===== src/rtl/sha256d_engine_if.sv =====
// sha256d_engine_if: start/busy/done handshake bundle for sha256d_engine.
//   start_i  : start request (sampled by the engine only while idle)
//   msg_i    : MSG_BITS-wide big-endian message, captured on an accepted start
//   busy_o   : engine busy
//   done_o   : one-cycle pulse when hash_o becomes valid
//   hash_o   : 256-bit digest, H0 in [255:224]
//   target_i : comparison target        (only with SHA256D_TARGET_CMP_EN)
//   hit_o    : byte-reversed hash <= target (only with SHA256D_TARGET_CMP_EN)
// master = requester side, slave = engine side.
interface sha256d_engine_if #(
  parameter int MSG_BITS = 640
);
  logic                start_i;
  logic [MSG_BITS-1:0] msg_i;
  logic                busy_o;
  logic                done_o;
  logic [255:0]        hash_o;
`ifdef SHA256D_TARGET_CMP_EN
  logic [255:0]        target_i;
  logic                hit_o;

  modport master (output start_i, msg_i, target_i, input busy_o, done_o, hash_o, hit_o);
  modport slave  (input start_i, msg_i, target_i, output busy_o, done_o, hash_o, hit_o);
`else
  modport master (output start_i, msg_i, input busy_o, done_o, hash_o);
  modport slave  (input start_i, msg_i, output busy_o, done_o, hash_o);
`endif
endinterface


===== src/rtl/sha256d_engine.sv =====
// sha256d_engine: parametrised SHA256 / SHA256d sequencer around a sha256 core.
// The message is padded at elaboration time, streamed block by block into the
// core, the digest read back and (for PASSES=2) hashed a second time.
// Ports:
//   clk_i : clock, rising edge
//   rst_i : synchronous active-high reset (also resets the core)
//   bus   : sha256d_engine_if.slave (start/msg/busy/done/hash[/target/hit])
// Optional feature: define SHA256D_TARGET_CMP_EN to add target_i/hit_o and
// the registered byte-reversed-hash <= target comparator.
//
// sha256_core: one-round-per-cycle SHA256 compression core.
//   cmd_w_i/cmd_i : command strobe; 3'b010 first block, 3'b110 continuation,
//                   3'b001 read digest
//   text_i        : 16 block words after a write command, MSB word first
//   cmd_o[3]      : busy (loading or compressing)
//   text_o        : after a read, one idle cycle then H0..H7
module sha256_core (
  input  logic        clk_i,
  input  logic        rst_i,
  input  logic        cmd_w_i,
  input  logic [2:0]  cmd_i,
  output logic [3:0]  cmd_o,
  input  logic [31:0] text_i,
  output logic [31:0] text_o
);
  localparam logic [0:63][31:0] K = {
    32'h428a2f98, 32'h71374491, 32'hb5c0fbcf, 32'he9b5dba5, 32'h3956c25b, 32'h59f111f1, 32'h923f82a4, 32'hab1c5ed5,
    32'hd807aa98, 32'h12835b01, 32'h243185be, 32'h550c7dc3, 32'h72be5d74, 32'h80deb1fe, 32'h9bdc06a7, 32'hc19bf174,
    32'he49b69c1, 32'hefbe4786, 32'h0fc19dc6, 32'h240ca1cc, 32'h2de92c6f, 32'h4a7484aa, 32'h5cb0a9dc, 32'h76f988da,
    32'h983e5152, 32'ha831c66d, 32'hb00327c8, 32'hbf597fc7, 32'hc6e00bf3, 32'hd5a79147, 32'h06ca6351, 32'h14292967,
    32'h27b70a85, 32'h2e1b2138, 32'h4d2c6dfc, 32'h53380d13, 32'h650a7354, 32'h766a0abb, 32'h81c2c92e, 32'h92722c85,
    32'ha2bfe8a1, 32'ha81a664b, 32'hc24b8b70, 32'hc76c51a3, 32'hd192e819, 32'hd6990624, 32'hf40e3585, 32'h106aa070,
    32'h19a4c116, 32'h1e376c08, 32'h2748774c, 32'h34b0bcb5, 32'h391c0cb3, 32'h4ed8aa4a, 32'h5b9cca4f, 32'h682e6ff3,
    32'h748f82ee, 32'h78a5636f, 32'h84c87814, 32'h8cc70208, 32'h90befffa, 32'ha4506ceb, 32'hbef9a3f7, 32'hc67178f2};
  localparam logic [0:7][31:0] IV = {
    32'h6a09e667, 32'hbb67ae85, 32'h3c6ef372, 32'ha54ff53a, 32'h510e527f, 32'h9b05688c, 32'h1f83d9ab, 32'h5be0cd19};

  logic [31:0] h [8];
  logic [31:0] v [8];
  logic [31:0] vn [8];
  logic [31:0] w [16];
  logic [31:0] t1, t2, w_new;
  logic        loading, rounding;
  logic [3:0]  lcnt, rd_cnt;
  logic [5:0]  rnd;

  function automatic logic [31:0] rotr(input logic [31:0] x, input int n);
    return (x >> n) | (x << (32 - n));
  endfunction

  // w[] is a sliding 16-word window of the schedule: w[k] holds W[t+k].
  always_comb begin
    t1 = v[7] + (rotr(v[4], 6) ^ rotr(v[4], 11) ^ rotr(v[4], 25)) +
         ((v[4] & v[5]) ^ (~v[4] & v[6])) + K[rnd] + w[0];
    t2 = (rotr(v[0], 2) ^ rotr(v[0], 13) ^ rotr(v[0], 22)) +
         ((v[0] & v[1]) ^ (v[0] & v[2]) ^ (v[1] & v[2]));
    w_new = (rotr(w[14], 17) ^ rotr(w[14], 19) ^ (w[14] >> 10)) + w[9] +
            (rotr(w[1], 7) ^ rotr(w[1], 18) ^ (w[1] >> 3)) + w[0];
    vn[0] = t1 + t2;
    vn[1] = v[0];
    vn[2] = v[1];
    vn[3] = v[2];
    vn[4] = v[3] + t1;
    vn[5] = v[4];
    vn[6] = v[5];
    vn[7] = v[6];
  end

  always_ff @(posedge clk_i) begin
    if (rst_i) begin
      loading  <= 1'b0;
      rounding <= 1'b0;
      lcnt     <= '0;
      rnd      <= '0;
      rd_cnt   <= '0;
    end else begin
      if (cmd_w_i && cmd_i[1]) begin
        loading <= 1'b1;
        lcnt    <= '0;
      end else if (loading) begin
        lcnt <= lcnt + 4'd1;
        if (lcnt == 4'd15) begin
          loading  <= 1'b0;
          rounding <= 1'b1;
          rnd      <= '0;
        end
      end else if (rounding) begin
        rnd <= rnd + 6'd1;
        if (rnd == 6'd63) rounding <= 1'b0;
      end
      // rd_cnt 1 is the idle cycle; 2..9 present H0..H7
      if (cmd_w_i && cmd_i == 3'b001) rd_cnt <= 4'd1;
      else if (rd_cnt == 4'd9)         rd_cnt <= '0;
      else if (rd_cnt != 4'd0)         rd_cnt <= rd_cnt + 4'd1;
    end
  end

  always_ff @(posedge clk_i) begin
    if (cmd_w_i && cmd_i[1] && !cmd_i[2])
      for (int i = 0; i < 8; i++) h[i] <= IV[i];
    if (loading) begin
      for (int i = 0; i < 15; i++) w[i] <= w[i+1];
      w[15] <= text_i;
      if (lcnt == 4'd15)
        for (int i = 0; i < 8; i++) v[i] <= h[i];
    end
    if (rounding) begin
      for (int i = 0; i < 15; i++) w[i] <= w[i+1];
      w[15] <= w_new;
      for (int i = 0; i < 8; i++) v[i] <= vn[i];
      if (rnd == 6'd63)
        for (int i = 0; i < 8; i++) h[i] <= h[i] + vn[i];
    end
  end

  assign cmd_o  = {loading | rounding, 3'b000};
  assign text_o = (rd_cnt >= 4'd2) ? h[3'(rd_cnt - 4'd2)] : 32'd0;
endmodule

module sha256d_engine #(
  parameter int MSG_BITS = 640,
  parameter int PASSES   = 2
) (
  input  logic          clk_i,
  input  logic          rst_i,
  sha256d_engine_if.slave bus
);
  localparam int NUM_BLOCKS = (MSG_BITS + 65 + 511) / 512;
  localparam int BUF_W      = NUM_BLOCKS * 512;
  // MSG_BITS is a byte multiple, so this is always at least 7
  localparam int PAD_Z      = BUF_W - MSG_BITS - 65;
  localparam int BLK_W      = $clog2(NUM_BLOCKS + 1);

  typedef enum logic [2:0] {IDLE, WCMD, LOAD, WAIT, RCMD, RDLY, READ} state_t;

  state_t             state_q, state_d;
  logic [BUF_W-1:0]   msg_buf;
  logic [255:0]       digest_q, dig_next, hash_q;
  logic [BLK_W-1:0]   blk_q;
  logic               pass_q, busy_q, done_q;
  logic [3:0]         wcnt_q;
  logic [2:0]         rcnt_q;
  logic               cmd_w;
  logic [2:0]         cmd;
  logic [3:0]         core_cmd;
  logic [31:0]        core_text;
  logic               accept, last_blk, more_pass;

  function automatic logic [255:0] bswap(input logic [255:0] x);
    logic [255:0] r;
    for (int i = 0; i < 32; i++) r[8*i +: 8] = x[255-8*i -: 8];
    return r;
  endfunction

  // start coinciding with the done pulse is deliberately dropped
  assign accept    = (state_q == IDLE) && bus.start_i && !done_q;
  assign last_blk  = pass_q ? (blk_q == '0) : (blk_q == BLK_W'(NUM_BLOCKS - 1));
  assign more_pass = (PASSES > 1) && !pass_q;
  assign dig_next  = {digest_q[223:0], core_text};

  sha256_core sha_core (
    .clk_i  (clk_i),
    .rst_i  (rst_i),
    .cmd_w_i(cmd_w),
    .cmd_i  (cmd),
    .cmd_o  (core_cmd),
    .text_i (msg_buf[BUF_W-1 -: 32]),
    .text_o (core_text)
  );

  always_ff @(posedge clk_i) begin
    if (rst_i) state_q <= IDLE;
    else       state_q <= state_d;
  end

  always_comb begin
    state_d = state_q;
    cmd_w   = 1'b0;
    cmd     = 3'b000;
    case (state_q)
      IDLE: if (accept) state_d = WCMD;
      WCMD: begin
        cmd_w   = 1'b1;
        cmd     = (blk_q == '0) ? 3'b010 : 3'b110;
        state_d = LOAD;
      end
      LOAD: if (wcnt_q == 4'd15) state_d = last_blk ? RCMD : WAIT;
      WAIT: if (!core_cmd[3]) state_d = WCMD;
      RCMD: if (!core_cmd[3]) begin
        cmd_w   = 1'b1;
        cmd     = 3'b001;
        state_d = RDLY;
      end
      RDLY: state_d = READ;
      READ: if (rcnt_q == 3'd7) state_d = more_pass ? WCMD : IDLE;
      default: state_d = IDLE;
    endcase
  end

  always_ff @(posedge clk_i) begin
    if (rst_i) begin
      busy_q <= 1'b0;
      done_q <= 1'b0;
      hash_q <= '0;
      blk_q  <= '0;
      pass_q <= 1'b0;
      wcnt_q <= '0;
      rcnt_q <= '0;
    end else begin
      done_q <= 1'b0;
      case (state_q)
        IDLE: if (accept) begin
          busy_q <= 1'b1;
          blk_q  <= '0;
          pass_q <= 1'b0;
        end
        LOAD: begin
          wcnt_q <= wcnt_q + 4'd1;
          if (wcnt_q == 4'd15) blk_q <= blk_q + BLK_W'(1);
        end
        READ: begin
          rcnt_q <= rcnt_q + 3'd1;
          if (rcnt_q == 3'd7) begin
            if (more_pass) begin
              blk_q  <= '0;
              pass_q <= 1'b1;
            end else begin
              hash_q <= dig_next;
              done_q <= 1'b1;
              busy_q <= 1'b0;
            end
          end
        end
        default: ;
      endcase
    end
  end

  // Message buffer is a shift register: the top word always feeds the core.
  always_ff @(posedge clk_i) begin
    if (accept)
      msg_buf <= {bus.msg_i, 1'b1, {PAD_Z{1'b0}}, 64'(MSG_BITS)};
    else if (state_q == LOAD)
      msg_buf <= {msg_buf[BUF_W-33:0], 32'd0};
    else if (state_q == READ && rcnt_q == 3'd7 && more_pass)
      msg_buf[BUF_W-1 -: 512] <= {dig_next, 8'h80, 184'd0, 64'h100};
    if (state_q == READ) digest_q <= dig_next;
  end

`ifdef SHA256D_TARGET_CMP_EN
  logic hit_q;
  always_ff @(posedge clk_i) begin
    if (rst_i) hit_q <= 1'b0;
    else if (state_q == READ && rcnt_q == 3'd7 && !more_pass)
      hit_q <= (bswap(dig_next) <= bus.target_i);
  end
  assign bus.hit_o = hit_q;
`endif

  assign bus.busy_o = busy_q;
  assign bus.done_o = done_q;
  assign bus.hash_o = hash_q;
endmodule

===== src/flat_wrapper.sv =====
// flat-port wrapper written by rule: the top's interface ports become plain ports
module sha256d_engine_flat 
#(
  parameter int MSG_BITS = 640,
  parameter int PASSES   = 2
)
  (clk_i, rst_i, bus_start_i, bus_msg_i, bus_busy_o, bus_done_o, bus_hash_o);
  sha256d_engine_if #(.MSG_BITS(MSG_BITS)) bus_i ();
  input  logic clk_i;
  input  logic rst_i;
  input wire logic [$bits(bus_i.start_i)-1:0] bus_start_i;
  input wire logic [$bits(bus_i.msg_i)-1:0] bus_msg_i;
  output wire logic [$bits(bus_i.busy_o)-1:0] bus_busy_o;
  output wire logic [$bits(bus_i.done_o)-1:0] bus_done_o;
  output wire logic [$bits(bus_i.hash_o)-1:0] bus_hash_o;
  assign bus_i.start_i = bus_start_i;
  assign bus_i.msg_i = bus_msg_i;
  assign bus_busy_o = bus_i.busy_o;
  assign bus_done_o = bus_i.done_o;
  assign bus_hash_o = bus_i.hash_o;
  sha256d_engine #(.MSG_BITS(MSG_BITS), .PASSES(PASSES)) u_core (.clk_i(clk_i), .rst_i(rst_i), .bus(bus_i));
endmodule

===== config.mk =====
export PLATFORM = sky130hd
export DESIGN_NAME = sha256d_engine_flat
export DESIGN_NICKNAME = d
export VERILOG_FILES = /design/src/rtl/sha256d_engine_if.sv /design/src/rtl/sha256d_engine.sv /design/src/flat_wrapper.sv
export SDC_FILE = /design/constraint.sdc
export NUM_CORES = 2
export LEC_CHECK = 0
export BUFFER_PORTS_ARGS = -buffer_cell sky130_fd_sc_hd__buf_2
export CAP_MARGIN = 0
export CORE_MARGIN = 3
export CORE_UTILIZATION = 60
export CTS_CLUSTER_DIAMETER = 200
export CTS_CLUSTER_SIZE = 16
export DETAILED_ROUTE_END_ITERATION = 6
export PLACE_DENSITY = 0.84
export SLEW_MARGIN = 20
export SYNTH_ARGS = -nofsm -noshare
export SYNTH_HDL_FRONTEND = slang
export SYNTH_SLANG_ARGS = --single-unit

===== constraint.sdc =====
create_clock -name clk_i -period 135.7 [get_ports clk_i]
set_input_delay 13.57 -clock clk_i [delete_from_list [all_inputs] [get_ports clk_i]]
set_output_delay 13.57 -clock clk_i [all_outputs]
set_load 0.005 [all_outputs]

==> flow_summary.ini <==
[status]
outcome = finished, violations left
violations = DRC

[critical_path]
critPathKind = in -> reg
r2r_setup_slack_ps = 122230
ff2ff_path_depth = 41
worstSetupEndpoint = u_core.msg_buf[750]
crit_path_end_kind = register
crit_path_start = bus_start_i
rr_startpoint = u_core.sha_core.rnd[0]
start_kind = input port
r2r-end = u_core.sha_core.h[0][31]
crit_required_ps = 136140
cp_max_fo = 84
worstPathArrival_ps = 18220

[clocking]
cts_hold_buf = 0
clock-sinks = 2187
cts.repair.resized = 0
cts_tree = built
clk_path_buf_depth = 3
clock_latency_ps = 850
cts_root_buffer = clkbuf_16
cts_buffers = 154
clk_pin_slew_ps = 70
post_cts_buffers = 0
cts_max_level = 4

[final_layout]
drive_above_1_share = 0.158
area_delta_synth_final_pct = 10.2
final_nets = 11100

[timing]
worst_slew_pin_slew_ps = 1260
slew_viol_final = 0
finalCriticalPeriod_ps = 17780
fmax_mhz = 56.2
setup_viol = 0
rsz0062_at_grt = false
setup-tns-final_ps = 0
skew_ps = 44.9
hold_violations = 0
maxSlewHeadroom = 0.136
fin_crit_sh = 0.131

[global_routing]
grt_util_all_layers = 0.387
grt_overflow = 0
grt_pass1_vias = 77100
grt_pass1_wl_um = 525000
grt_max_degree = 256
antenna_found_initial = 101

[detailed_routing]
wire_per_inst_um = 30.0
wl_um = 372000
drtPass1Iterations = 7
drtIter0Drc = 11200
vias = 80900
remaining_drc_errors = 7
postRouteAntennaNets = 0
via_per_inst = 6.51

[die]
core_um2 = 181000
rows = 156
die_w_um = 433
die_h_um = 433
die-area_um2 = 188000
start_util = 0.605
io_pins = 901

[job]
maxCapViolations = 0

[placement]
port_buffers = 900
place_congestion = 1.06
dp_hpwl_um = 275000

[synth]
synth-edff-count = 1888
async_flop_share = 0
ys_types = 98
netlist_area_um2 = 110000
ys_ff_latch = 2187
synth_nets = 10500
synth_flop_cell = edfxtp_1
yosysSeqAreaShare = 0.572
synthCells = 9245
yosys_warnings = 0
syn_avg_cell_area_um2 = 11.9

[worst_hold_path]
min_path_type = reg -> reg
-- how the worst min path moves through the flow --
| stage | depth (start not counted) | start | slack, ps | end |
|---|---|---|---|---|
| 2_1_floorplan | 0 | u_core.sha_core.w[0][132] | 400 | u_core.sha_core.w[0][100] |
| 3_3_place_gp | 0 | u_core.sha_core.w[1][231] | 400 | u_core.sha_core.w[1][199] |
| 3_5_place_dp | 0 | u_core.sha_core.w[0][168] | 400 | u_core.sha_core.w[0][136] |
| 4_1_cts | 0 | u_core.sha_core.w[0][106] | 410 | u_core.sha_core.w[0][74] |
| 5_1_grt | 0 | u_core.sha_core.w[1][99] | 420 | u_core.sha_core.w[1][67] |
| 6_report | 0 | u_core.sha_core.w[0][106] | 400 | u_core.sha_core.w[0][74] |
-- cells in the final DEF (no fill, tap or decap), types with 96 or more instances in the layout --
cell type,instances
nand3_1,96
fa_1,195
o21ai_0,234
inv_1,307
a31oi_1,300
dfxtp_1,293
a22o_1,354
xor2_1,183
edfxtp_1,1888
ha_1,406
mux2_2,269
nand2_1,1404
xnor2_1,372
a21o_1,145
nor2_1,632
buf_2,899
clkbuf_16,154
a21oi_1,640
-- state kept, by name, summed over array words and instances, names as in the netlist --
signal                    flops
u_core.state_q                3
u_core.sha_core.w           512
u_core.sha_core.loading       1
u_core.blk_q                  2
u_core.sha_core.rd_cnt        4
u_core.rcnt_q                 3
u_core.sha_core.rounding      1
u_core.msg_buf              652
u_core.sha_core.h           256
u_core.bus.hash_o           256
u_core.sha_core.v           256
u_core.digest_q             224
u_core.wcnt_q                 4
u_core.sha_core.rnd           6
u_core.bus.done_o             1
u_core.sha_core.lcnt          4
u_core.pass_q                 1
u_core.bus.busy_o             1
-- layout make-up --
class / count / area, µm²
diodes: 55 / 138
clock buffers: 238 / 4170
clock inverters: 16 / 299
fillers: 13300 / 60300
inverters: 312 / 1170
multi-input cells: 6260 / 44100
flip-flops and latches: 2187 / 62700
well taps: 2370 / 2970
repair buffers: 987 / 5310
-- metal layers --
metal / GRT usage / part of all wire / vias to the layer above
li1: - / - / 35000
met1: 0.487 / 0.35 / 39700
met2: 0.596 / 0.46 / 5132
met3: 0.0965 / 0.11 / 1038
met4: 0.255 / 0.080 / 78
met5: 0.00104 / 0.0013 / -
-- kinds of logic after synthesis --
kind of cell,synth area share
simple gates,0.0998
flops,0.572
compound gates,0.126
buf+inv,0.0273
fa+ha+maj,0.0825
xor+xnor,0.0447
mux,0.0479
-- worst max-delay path, cell delays in order --
cell and delay (ps):
buf_2 80, nand2b_1 340, nor4_2 480, buf_4 680, nor2_1 290, o21ai_4 110
buf_4 700, buf_4 830, buf_4 930
-- per-stage QoR --
stage               worst slack, ps  hold WS (ps)  cells  cell area [µm²]   util
floorplan                     87700           400   9245           110000      -
global placement             117090           400  12100           116000  0.641
detailed placement           117050           405  12100           116000  0.641
CTS                          117930           405  12400           121000  0.666
global route                 117710           419  12400           121000  0.667
finish                       117920           400  12400           121000  0.667
-- cell usage after synthesis, types with 9 or more instances --
master	count	area, µm²
a211oi_1	52	390
a21o_1	145	1090
a21oi_1	640	3200
a221oi_1	9	78.8
a22o_1	354	3100
a31oi_1	300	1880
and2_1	52	325
and3_1	44	275
buf_1	43	161
clkbuf_1	442	1660
dfxtp_1	299	5990
edfxtp_1	1888	56700
fa_1	195	3900
ha_1	407	5090
inv_1	308	1160
mux2_2	269	3030
mux2i_1	57	571
mux4_2	73	1640
nand2_1	1406	5280
nand2b_1	85	532
nand3_1	97	485
nand4_1	22	138
nor2_1	635	2380
nor2b_1	66	413
nor3_1	81	405
nor3b_1	12	90.1
nor4_1	16	100
o211ai_1	37	278
o21a_1	53	398
o21ai_0	235	1180
o21ai_1	55	275
o21bai_1	47	353
o22ai_1	11	68.8
o31ai_1	28	210
or2_2	17	106
or3_1	32	200
xnor2_1	372	3260
xor2_1	183	1600
Power is left out: the tool's default activity adds up to more than one toggle a clock period on the data nets, which glitch-free logic cannot reach.
